<file path="src/rtl/cpu_op_sequencer_pkg.sv">
// cpu_op_sequencer_pkg: shared op word types and sequencer states
package cpu_op_sequencer_pkg;

    typedef enum logic [2:0] {
        NO_OP        = 3'd0,
        OP_CT_CT_ADD = 3'd1,
        OP_CT_PT_ADD = 3'd2,
        OP_CT_PT_MUL = 3'd3
    } op_e;

    typedef struct packed {
        op_e        mode;
        logic [3:0] dst_idx;
        logic [3:0] src0_idx;
        logic [3:0] src1_idx;
    } operation;

    typedef enum logic [2:0] {
        SEQ_IDLE,
        SEQ_PREP,
        SEQ_ISSUE,
        SEQ_RETIRE,
        SEQ_ERROR
    } seq_state_e;

    localparam int SEQ_TIMEOUT_CYC = 1024;

endpackage

</file>
<file path="src/rtl/cpu_op_sequencer_op_fifo.sv">
// op_fifo: synchronous FIFO with head and head+1 peek ports
module op_fifo #(
    parameter int  DEPTH = 8,
    parameter type T     = logic [7:0]
) (
    input  logic                   clk,
    input  logic                   reset,
    input  logic                   push,
    input  logic                   pop,
    input  T                       din,
    output T                       head,
    output T                       head_nxt,
    output logic [$clog2(DEPTH):0] level,
    output logic                   full,
    output logic                   empty
);
    localparam int AW = $clog2(DEPTH);

    T mem_q [DEPTH];
    logic [AW:0] wr_q, wr_d, rd_q, rd_d;
    logic push_en, pop_en;

    always_comb begin
        level    = wr_q - rd_q;
        full     = level == (AW+1)'(DEPTH);
        empty    = level == '0;
        push_en  = push & ~full;
        pop_en   = pop & ~empty;
        wr_d     = push_en ? wr_q + (AW+1)'(1) : wr_q;
        rd_d     = pop_en ? rd_q + (AW+1)'(1) : rd_q;
        head     = mem_q[rd_q[AW-1:0]];
        head_nxt = mem_q[rd_q[AW-1:0] + AW'(1)];
    end

    always_ff @(posedge clk) begin
        if (reset) begin
            wr_q <= '0;
            rd_q <= '0;
        end else begin
            wr_q <= wr_d;
            rd_q <= rd_d;
        end
    end

    always_ff @(posedge clk) begin
        if (push_en) mem_q[wr_q[AW-1:0]] <= din;
    end

endmodule

</file>
<file path="src/rtl/cpu_op_sequencer.sv">
// cpu_op_sequencer: buffers host ops and issues them one at a time to the cpu
module cpu_op_sequencer
    import cpu_op_sequencer_pkg::*;
#(
    parameter int DEPTH       = 8,
    parameter int TIMEOUT_CYC = SEQ_TIMEOUT_CYC,
    parameter int CNT_W       = 16
) (
    input  logic                   clk,
    input  logic                   reset,
    input  logic                   in_valid,
    output logic                   in_ready,
    input  operation               in_op,
    output operation               cpu_op,
    output logic                   cpu_soft_rst,
    input  logic                   cpu_done,
    output logic                   busy,
    output logic [$clog2(DEPTH):0] level,
    output logic [CNT_W-1:0]       retired,
    output logic                   err,
    input  logic                   err_clear
);
    localparam int LW = $clog2(DEPTH) + 1;
    localparam int WW = $clog2(TIMEOUT_CYC) + 1;

    seq_state_e state_q, state_d;
    logic [WW-1:0] wd_q, wd_d;
    logic [CNT_W-1:0] retired_q, retired_d;
    logic pop, full, empty;
    operation head, head_nxt;

    op_fifo #(.DEPTH(DEPTH), .T(operation)) u_fifo (
        .clk(clk),
        .reset(reset),
        .push(in_valid & in_ready),
        .pop(pop),
        .din(in_op),
        .head(head),
        .head_nxt(head_nxt),
        .level(level),
        .full(full),
        .empty(empty)
    );

    always_comb begin
        state_d      = state_q;
        wd_d         = wd_q;
        retired_d    = retired_q;
        pop          = 1'b0;
        cpu_op       = '0;
        cpu_soft_rst = 1'b0;
        case (state_q)
            SEQ_IDLE: begin
                if (!empty && head.mode == NO_OP) begin
                    pop       = 1'b1;
                    retired_d = retired_q + CNT_W'(1);
                end else if (!empty) begin
                    state_d = SEQ_PREP;
                end
            end
            SEQ_PREP: begin
                cpu_soft_rst = 1'b1;
                wd_d         = '0;
                state_d      = SEQ_ISSUE;
            end
            SEQ_ISSUE: begin
                cpu_op  = head;
                wd_d    = wd_q + WW'(1);
                state_d = cpu_done ? SEQ_RETIRE :
                          (wd_q == WW'(TIMEOUT_CYC - 1)) ? SEQ_ERROR : SEQ_ISSUE;
            end
            SEQ_RETIRE: begin
                pop       = 1'b1;
                retired_d = retired_q + CNT_W'(1);
                // a queued NO_OP is left for IDLE to drain
                state_d   = (level > LW'(1) && head_nxt.mode != NO_OP) ? SEQ_PREP : SEQ_IDLE;
            end
            SEQ_ERROR: begin
                pop     = err_clear;
                state_d = err_clear ? SEQ_IDLE : SEQ_ERROR;
            end
            default: state_d = SEQ_IDLE;
        endcase
    end

    always_ff @(posedge clk) begin
        if (reset) begin
            state_q   <= SEQ_IDLE;
            wd_q      <= '0;
            retired_q <= '0;
        end else begin
            state_q   <= state_d;
            wd_q      <= wd_d;
            retired_q <= retired_d;
        end
    end

    assign in_ready = ~full;
    assign err      = state_q == SEQ_ERROR;
    assign busy     = (state_q != SEQ_IDLE) | ~empty;
    assign retired  = retired_q;

endmodule

</file>
<file path="config.mk">
export PLATFORM = sky130hd
export DESIGN_NAME = cpu_op_sequencer
export DESIGN_NICKNAME = d
export VERILOG_FILES = /design/src/rtl/cpu_op_sequencer_pkg.sv /design/src/rtl/cpu_op_sequencer_op_fifo.sv /design/src/rtl/cpu_op_sequencer.sv
export SDC_FILE = /design/constraint.sdc
export NUM_CORES = 1
export LEC_CHECK = 0
export CAP_MARGIN = 30
export CORE_MARGIN = 5
export CORE_UTILIZATION = 46
export DETAILED_ROUTE_END_ITERATION = 10
export MAX_ROUTING_LAYER = met4
export PLACE_DENSITY_LB_ADDON = 0.1
export SLEW_MARGIN = 20
export SYNTH_ARGS = -nofsm -noshare
export SYNTH_HDL_FRONTEND = slang
export SYNTH_SLANG_ARGS = --single-unit
export TNS_END_PERCENT = 20
</file>
<file path="constraint.sdc">
create_clock -name clk -period 3.4 [get_ports clk]
set_input_delay 0.34 -clock clk [delete_from_list [all_inputs] [get_ports clk]]
set_output_delay 0.34 -clock clk [all_outputs]
set_load 0.005 [all_outputs]
</file>
==> results of run 1 <==
[critical path, cell delays in order, from the launching register on]
cell and delay (ps):
dfxtp_1 310, inv_1 70, ha_1 180, inv_1 70, fa_1 370, xor2_1 170
or3_1 350, buf_4 170, nor3_2 130, nand2_1 80, clkdlybuf4s50_1 450
[Yosys cell counts, types with 3 or more instances]
library cell,n
o41ai_1,4
nand4_1,6
and3_1,5
inv_1,11
a21oi_1,22
a211o_1,3
mux4_2,31
xnor2_1,4
nor3_1,12
buf_2,7
o21ai_1,4
edfxtp_1,120
dfxtp_1,41
nand2_1,16
o311ai_1,4
nor3b_1,4
mux2i_1,16
nand3b_1,5
ha_1,7
mux2i_4,3
nor2_1,52
nor4_1,12
or3_1,9
clkbuf_1,16
mux2_1,14
o211ai_1,4
nand3_1,20
nor2b_1,11
[power by group]
| group | switching [mW] | internal [mW] | total (mW) |
|---|---|---|---|
| combinational | 1.28 | 1.06 | 2.34 |
| sequential | 0.118 | 2.35 | 2.46 |
| clock | 0.785 | 0.937 | 1.72 |
[per-stage QoR]
stage               hold slack [ps]  std cells  TNS, ps  setup slack, ps
floorplan                     438.9        508   -23800           -264.5
global placement              471.7        776        0            405.5
detailed placement            487.3        777        0            385.6
CTS                           440.0        808        0            88.52
global route                  465.5        810        0            114.2
finish                        456.0        810        0            269.5
[cell usage in the layout, fill, tap and decap left out, drive strengths merged, types with 5 or more instances in the layout]
master and n:
mux2 14, nand2 16, o311ai 6, edfxtp 120, nor2 52, inv 19
o41ai 6, clkdlybuf4s50 56, ha 7, a21oi 23, nor3 13, and3 5
nand4 7, clkinv 6, or3 9, nor4 12, nand3 20, nor2b 11
mux4 31, mux2i 19, clkbuf 18, nand3b 5, dfxtp 41, buf 28
[cells by family after synthesis]
kind of cell,count (synthesis),share of synthesized area
flip-flops,161,0.6168
XOR/XNOR,6,0.007326
AND/OR/NAND/NOR,165,0.1202
AO/OA/AOI/OAI,65,0.06593
buffers and inverters,39,0.02372
multiplexers,64,0.1511
adder cells (fa/ha/maj),8,0.01500
[registers in the layout, summed over array words and instances (netlist names), named ones only]
signal,flops
state_q,3
u_fifo.mem_q,120
u_fifo.wr_q,4
u_fifo.rd_q,4
wd_q,11
retired,16
[cell type report]
type / instances / share of cell area
Sequential cell: 161 / 0.5082
Multi-Input combinational cell: 308 / 0.3022
Timing Repair Buffer: 86 / 0.09282
Clock buffer: 17 / 0.04885
Tap cell: 211 / 0.03032
Clock inverter: 14 / 0.01207
Inverter: 13 / 0.005603
[path summary, 6_finish.rpt]
| kind | from | endpoint | slack (ps) | depth (start not counted) |
|---|---|---|---|---|
| max | u_fifo.wr_q[0] | busy | 270 | 10 |
| min | reset | u_fifo.wr_q[1] | 460 | 2 |
| max reg2reg | u_fifo.rd_q[2] | u_fifo.mem_q[0][6] | 420 | 9 |
| min reg2reg | wd_q[6] | wd_q[6] | 510 | 2 |
[layer usage]
metal / part of all wire / track usage / vias up
li1: - / - / 2149
met1: 0.45 / 0.2460 / 2323
met2: 0.50 / 0.2860 / 91
met3: 0.034 / 0.03987 / 19
met4: 0.016 / 0.06787 / 0
met5: 0 / - / -
==> results.toml, run 1 <==
[placed_design]
place_area_um2 = 8153
place.gp.congestion = 0.8405
hpwl_um = 10850
port_buffers = 58

[die]
die_x_um = 134.9
die-height_um = 134.9
die_area_um2 = 18190
core_um2 = 15260
start_util = 0.4701
placement_rows = 45
pin_count = 59

[sta]
slew_viol_final = 0
fin_crit_sh = 0.9208
hold_viol_final = 0
tightest_slew_ps = 688.7
rsz0062_at_grt = "no"
timing.final.crit_period_ps = 3131
finalClockSkew_ps = 7.979
max_freq_mhz = 319.4
max_slew_margin = 0.5370
setup_violations = 0

[worst_setup_path]
critPathKind = "register to output port"
crit_required_ps = 3060
startpoint_type = "register"
arrival_ps = 2790
cp_max_fo = 5
end_kind = "output port"

[synthesis]
ys_warn_count = 0
synth_edf_count = 120
synth.distinct_cells = 60
yosysTopAreaCellShare = 0.5024
synthesis.area_um2 = 7173
async_reset_ff_frac = 0
syn_area_per_cell_um2 = 14.12
yosysSeqAreaShare = 0.6168
synth.net_count = 536
synth-seq-cells = 161
synth_area_leaders = "edfxtp_1 50%, dfxtp_1 11%, mux4_2 9.7%, nor2_1 2.7%, mux2i_1 2.2%"
synthFlopType = "edfxtp_1"
yosysTopAreaCell = "edfxtp_1"
netlist_instances = 508

[finish]
area_growth_pct = 21.40
drive_gt1_frac = 0.1886
final_nets = 615
fin_util = 0.5707
seqCellArea_um2 = 4425
fillers = 1231
num_antenna_cells = 0
multi_input_area_um2 = 2631
fin_area_um2 = 8708

[routing]
viasPerCell = 5.657
drc = 0
first_iter_violations = 307
drtPass1Iterations = 4
ant_nets = 0
drt-total-wl_um = 15840
wire_per_inst_um = 19.56
dr_total_vias = 4582

[power_and_ir_drop]
total_power_mw = 6.522
p_leak_nw = 2.859
power.density_nw_per_um2 = 748.9
ir_worst_vdd_v = 0.0004609

[clock_tree]
clockBufferDepth = 2
cts_resized = 0
clkSlewWorstSetupHoldPaths_ps = 60
cts_buffers = 17
root_buffer = "clkbuf_16"
htreeDepth = 4
post_cts_buffers = 0
clk_latency_ps = 430
cts_sinks = 161
cts_tree = "built"
holdBufCountCts = 0

[run]
max_cap_viol_count = 0

[global_routing]
antenna_found_initial = 0
grt_usage = 0.1860
first_global_vias = 4469
gr-total-overflow = 0
grt_max_degree = 37
grt_pass1_wl_um = 24710

[outcome]
status = "completed"

[worst_hold_path]
hold_path.class = "input port to register"
Power figures use the tool's default switching activity.
==> run 2, diff against run 1 <==
CELL_PAD_IN_SITES_DETAIL_PLACEMENT = 1   (was not set)
CELL_PAD_IN_SITES_GLOBAL_PLACEMENT = 1   (was not set)
CORE_UTILIZATION = 44   (was 46)
==> run 2 against run 1 <==
Net effect:
- worst setup slack got worse by 110 ps
- final cell count is 0.74% lower
- die area increased by 4.2%
- global-route usage increased by 0.31 points
- via count down 0.96%
==> results.toml, run 2 (same netlist as run 1, synthesis figures left out) <==
[finish]
drive_gt1_frac = 0.1803
num_antenna_cells = 0
final_common_cell = "edfxtp_1"
final_nets = 603
area_growth_pct = 20.44
fillers = 1578
mostFrequentLayoutCells = "120 x edfxtp_1, 57 x clkdlybuf4s50_1, 52 x nor2_1"
largest_reg_flops = 120
fin_cells = 804

[clock_tree]
cts_tree = "built"
cts_sinks = 161
post_cts_buffers = 0
root_buffer = "clkbuf_16"
htreeDepth = 4
clkSlewWorstSetupHoldPaths_ps = 60
holdBufCountCts = 0
cts_buffers = 17
clockBufferDepth = 2
clk_latency_ps = 430

[routing]
first_iter_violations = 286
drtPass1Iterations = 4
drc = 0
wire_per_inst_um = 20.19
dr_total_vias = 4538
drt-total-wl_um = 16230
ant_nets = 0
viasPerCell = 5.644

[placed_design]
hpwl_um = 10790
place.gp.congestion = 0.7616
dp_slack_ps = 286.6
dp.cells = 772
port_buffers = 58

[sta]
max_freq_mhz = 308.9
slew_viol_final = 0
tightest_slew_ps = 919.3
setup_violations = 0
max_slew_margin = 0.3871
hold_ws_ps = 435.0
rsz0062_at_grt = "no"
finalClockSkew_ps = 11.69
tns_ps = 0
setup_ws_ps = 162.5
fin_crit_sh = 0.9522
hold_viol_final = 0
timing.final.crit_period_ps = 3237

[worst_setup_path]
crit_path_top_delay_cell = "clkdlybuf4s50_1"
critPathKind = "register to output port"
ff2ff_path_depth = 9
regToRegStartpoint = "u_fifo.wr_q[0]"
r2r_end = "retired[9]"
crit_chain = "inv_2, ha_2, inv_1, fa_1, xor2_1, or3_4, or3_1, clkdlybuf4s50_1"
worstSetupEndpoint = "in_ready"
slowest_delay_ps = 460
cp_max_fo = 7
worst-path-stages = 8
crit_family = "simple AND/OR/NAND/NOR gates"
crit_required_ps = 3060
crit_buf_inv = 3
startpoint_type = "register"
rrSetupSlack_ps = 540
crit_start = "u_fifo.wr_q[0]"
arrival_ps = 2900
end_kind = "output port"

[die]
die_area_um2 = 18960
die_x_um = 137.7
die-height_um = 137.7
core_um2 = 15940
pin_count = 59
start_util = 0.4499
placement_rows = 46

[power_and_ir_drop]
p_comb_frac = 0.338
p_int_mw = 4.296
netSwitchingFraction = 0.3372
switching_power_mw = 2.185
p_clk_frac = 0.275
power.density_nw_per_um2 = 750.2
ir_worst_vdd_v = 0.0004441
p_seq_frac = 0.388
p_leak_nw = 2.805

[global_routing]
first_global_vias = 4736
gr-total-overflow = 0
antenna_found_initial = 0
grt_max_degree = 35
grt_usage = 0.1891
grt_pass1_wl_um = 26100

[worst_hold_path]
hold_path.class = "input port to register"

[outcome]
status = "completed"

[run]
max_cap_viol_count = 0
## run 2: cell count changes in the layout (fill, tap and decap cells not counted), moves of 2 or more
| cell | before | now |
|---|---|---|
| buf_4 | 25 | 15 |
| clkinvlp_4 | 2 | 0 |
| dfxtp_1 | 40 | 38 |
| dfxtp_2 | 1 | 3 |
| inv_8 | 0 | 2 |
## run 2: what timing repair did
| item | CTS | global route |
|---|---|---|
| hold endpoints to repair | 0 | 0 |
| gates cloned | 0 | 0 |
| resized for setup | 2 | 3 |
| setup endpoints to repair | 2 | 2 |
## run 2: per-layer routing
layer,GRT usage,vias up,routed length (um)
li1,-,2133,-
met1,0.2417,2287,7290
met2,0.3004,99,7969
met3,0.04310,19,699
met4,0.06208,0,272
met5,-,-,0
## run 2: power groups by stage
stage / registers [mW] / logic (mW) / clock network, mW
finish: 2.51 / 2.19 / 1.78
global route: 2.54 / 2.41 / 1.92
CTS: 2.51 / 2.23 / 1.84
detailed placement: 2.56 / 2.19 / 0
global placement: 2.54 / 2.15 / 0
floorplan: 2.46 / 1.44 / 0
## run 2: layout make-up
type	instances	area, um^2	share of cell area
Clock buffer	17	425.4	0.04924
Inverter	13	48.80	0.005648
Clock inverter	15	120.1	0.01390
Timing Repair Buffer	74	708.2	0.08197
Tap cell	216	270.3	0.03128
Multi-Input combinational cell	308	2639	0.3054
Sequential cell	161	4428	0.5125
## run 2: metrics by stage
stage | power [mW] | area (um^2) | utilization
global placement | 4.684 | 8084 | 0.5071
detailed placement | 4.749 | 8084 | 0.5071
floorplan | 3.904 | 7173 | -
finish | 6.481 | 8640 | 0.5419
global route | 6.874 | 8640 | 0.5419
CTS | 6.577 | 8636 | 0.5417
## run 2: how the worst min path moves through the flow
stage,start,endpoint,slack (ps),cells after the start
after floorplan,in_op[0],u_fifo.mem_q[0][0],440,0
after global placement,wd_q[3],wd_q[3],480,1
final,reset,u_fifo.wr_q[0],440,2
after detailed placement,wd_q[3],wd_q[3],490,1
after CTS,reset,u_fifo.wr_q[1],420,2
after global routing,reset,u_fifo.wr_q[1],480,2
==> run 3, diff against run 2 <==
CAP_MARGIN = 5   (was 30)
CORE_UTILIZATION = 46   (was 44)
DONT_BUFFER_PORTS = 1   (was not set)
==> run 3 against run 2 <==
Net effect:
- fmax up 3.5%
- clock skew down 3.1 ps
- critical path depth increased by 1
- non-clock buffer count down 41
- via count shrank 2.8%
- critical endpoint is now busy
==> results.toml, run 3 (same netlist as run 1, synthesis figures left out) <==
[outcome]
status = "completed"

[clock_tree]
clockBufferDepth = 2
root_buffer = "clkbuf_16"
clkSlewWorstSetupHoldPaths_ps = 60
cts_buffers = 17
htreeDepth = 4
cts_tree = "built"
cts_sinks = 161
clk_latency_ps = 430

[finish]
largest_reg_flops = 120
fin_util = 0.5407
final_common_cell = "edfxtp_1"
mostFrequentLayoutCells = "120 x edfxtp_1, 52 x nor2_1, 39 x dfxtp_1"
final_nets = 562
drive_gt1_frac = 0.1813
num_antenna_cells = 0
area_growth_pct = 15.02
fillers = 1463

[worst_setup_path]
crit_family = "simple AND/OR/NAND/NOR gates"
crit_buf_inv = 3
crit_top_cell = "inv_1"
slowest_delay_ps = 450
crit_required_ps = 3060
critPathKind = "register to output port"
startpoint_type = "register"
crit_chain = "inv_1, ha_1, inv_1, fa_1, xor2_1, or3_1, nor3_2, buf_4, nand2_1"
crit_path_top_delay_cell = "or3_1"
end_kind = "output port"
cp_max_fo = 15
arrival_ps = 2790

[global_routing]
gr-total-overflow = 0
antenna_found_initial = 0
grt_max_degree = 38
grt_usage = 0.1948
first_global_vias = 4625
grt_pass1_wl_um = 26080

[sta]
hold_viol_final = 0
max_slew_margin = 0.5140
slew_viol_final = 0
finalClockSkew_ps = 8.560
rsz0062_at_grt = "no"
fin_crit_sh = 0.9203
setup_ws_ps = 270.9
hold_ws_ps = 53.63
tightest_slew_ps = 726.7
max_freq_mhz = 319.6
timing.final.crit_period_ps = 3129
setup_violations = 0
tns_ps = 0

[die]
core_um2 = 15260
pin_count = 59
die_x_um = 134.9
die_area_um2 = 18190
start_util = 0.4701
die-height_um = 134.9
placement_rows = 45

[routing]
drt-total-wl_um = 16410
drtPass1Iterations = 4
ant_nets = 0
viasPerCell = 5.826
dr_total_vias = 4410
first_iter_violations = 312
wire_per_inst_um = 21.68
drc = 0

[power_and_ir_drop]
total_power_mw = 6.383
power.density_nw_per_um2 = 773.6
p_leak_nw = 2.671
ir_worst_vdd_v = 0.0004206

[worst_hold_path]
hold_path.class = "input port to register"

[placed_design]
place.gp.congestion = 0.8027
dp_slack_ps = 207.0
hpwl_um = 10680
port_buffers = 0

[run]
max_cap_viol_count = 0
[run 3: cell types whose count changed in the layout (fill, tap and decap cells not counted), moves of 2 or more]
cell / previous run / this run
clkdlybuf4s50_1: 57 / 0
clkinv_4: 3 / 0
dlygate4sd3_1: 0 / 16
clkinv_2: 3 / 1
clkinvlp_4: 0 / 3
bufinv_16: 0 / 3
clkbuf_1: 0 / 3
buf_4: 15 / 17
inv_6: 6 / 3
[run 3: through the flow]
| step | instance area, um^2 | std cells |
|---|---|---|
| floorplan | 7173 | 508 |
| global placement | 7497 | 710 |
| detailed placement | 7497 | 710 |
| CTS | 8249 | 757 |
| global route | 8250 | 757 |
| finish | 8250 | 757 |
[run 3: worst paths after layout]
kind / to / slack [ps] / cells after the start / from
max: busy / 270 / 9 / u_fifo.wr_q[0]
min: register / 50 / 1 / reset
max reg2reg: retired[12] / 330 / 9 / u_fifo.wr_q[0]
min reg2reg: wd_q[3] / 500 / 1 / wd_q[3]
[run 3: cell type report]
cell class	count	area [um^2]	share of cell area
clock buffers	20	436.7	0.05293
clock inverters	11	155.1	0.01881
inverters	13	48.80	0.005914
multi-input cells	308	2631	0.3189
flip-flops and latches	161	4427	0.5365
well taps	211	264.0	0.03200
repair buffers	33	287.8	0.03488
[run 3: report_power, final]
group          internal (mW)  switching (mW)  leakage, nW
Clock                   1.16           0.783        0.279
Sequential              2.35           0.165         1.42
Combinational          0.751            1.17        0.971
[run 3: per-layer routing]
| layer | share of wire | GRT usage | up-vias | wire length, um |
|---|---|---|---|---|
| met2 | 0.51 | 0.3171 | 80 | 8434 |
| met1 | 0.43 | 0.2422 | 2273 | 7048 |
| met5 | 0 | - | - | 0 |
| li1 | - | - | 2040 | - |
| met4 | 0.013 | 0.05882 | 0 | 216 |
| met3 | 0.043 | 0.04918 | 17 | 710 |
[run 3: what timing repair did]
item / CTS / global route
endpoints found under the setup margin: 0 / 1
gates resized for setup: 0 / 1
endpoints found under the hold margin: 138 / 0
hold buffers: 16 / 0
buffers inserted: 0 / 0
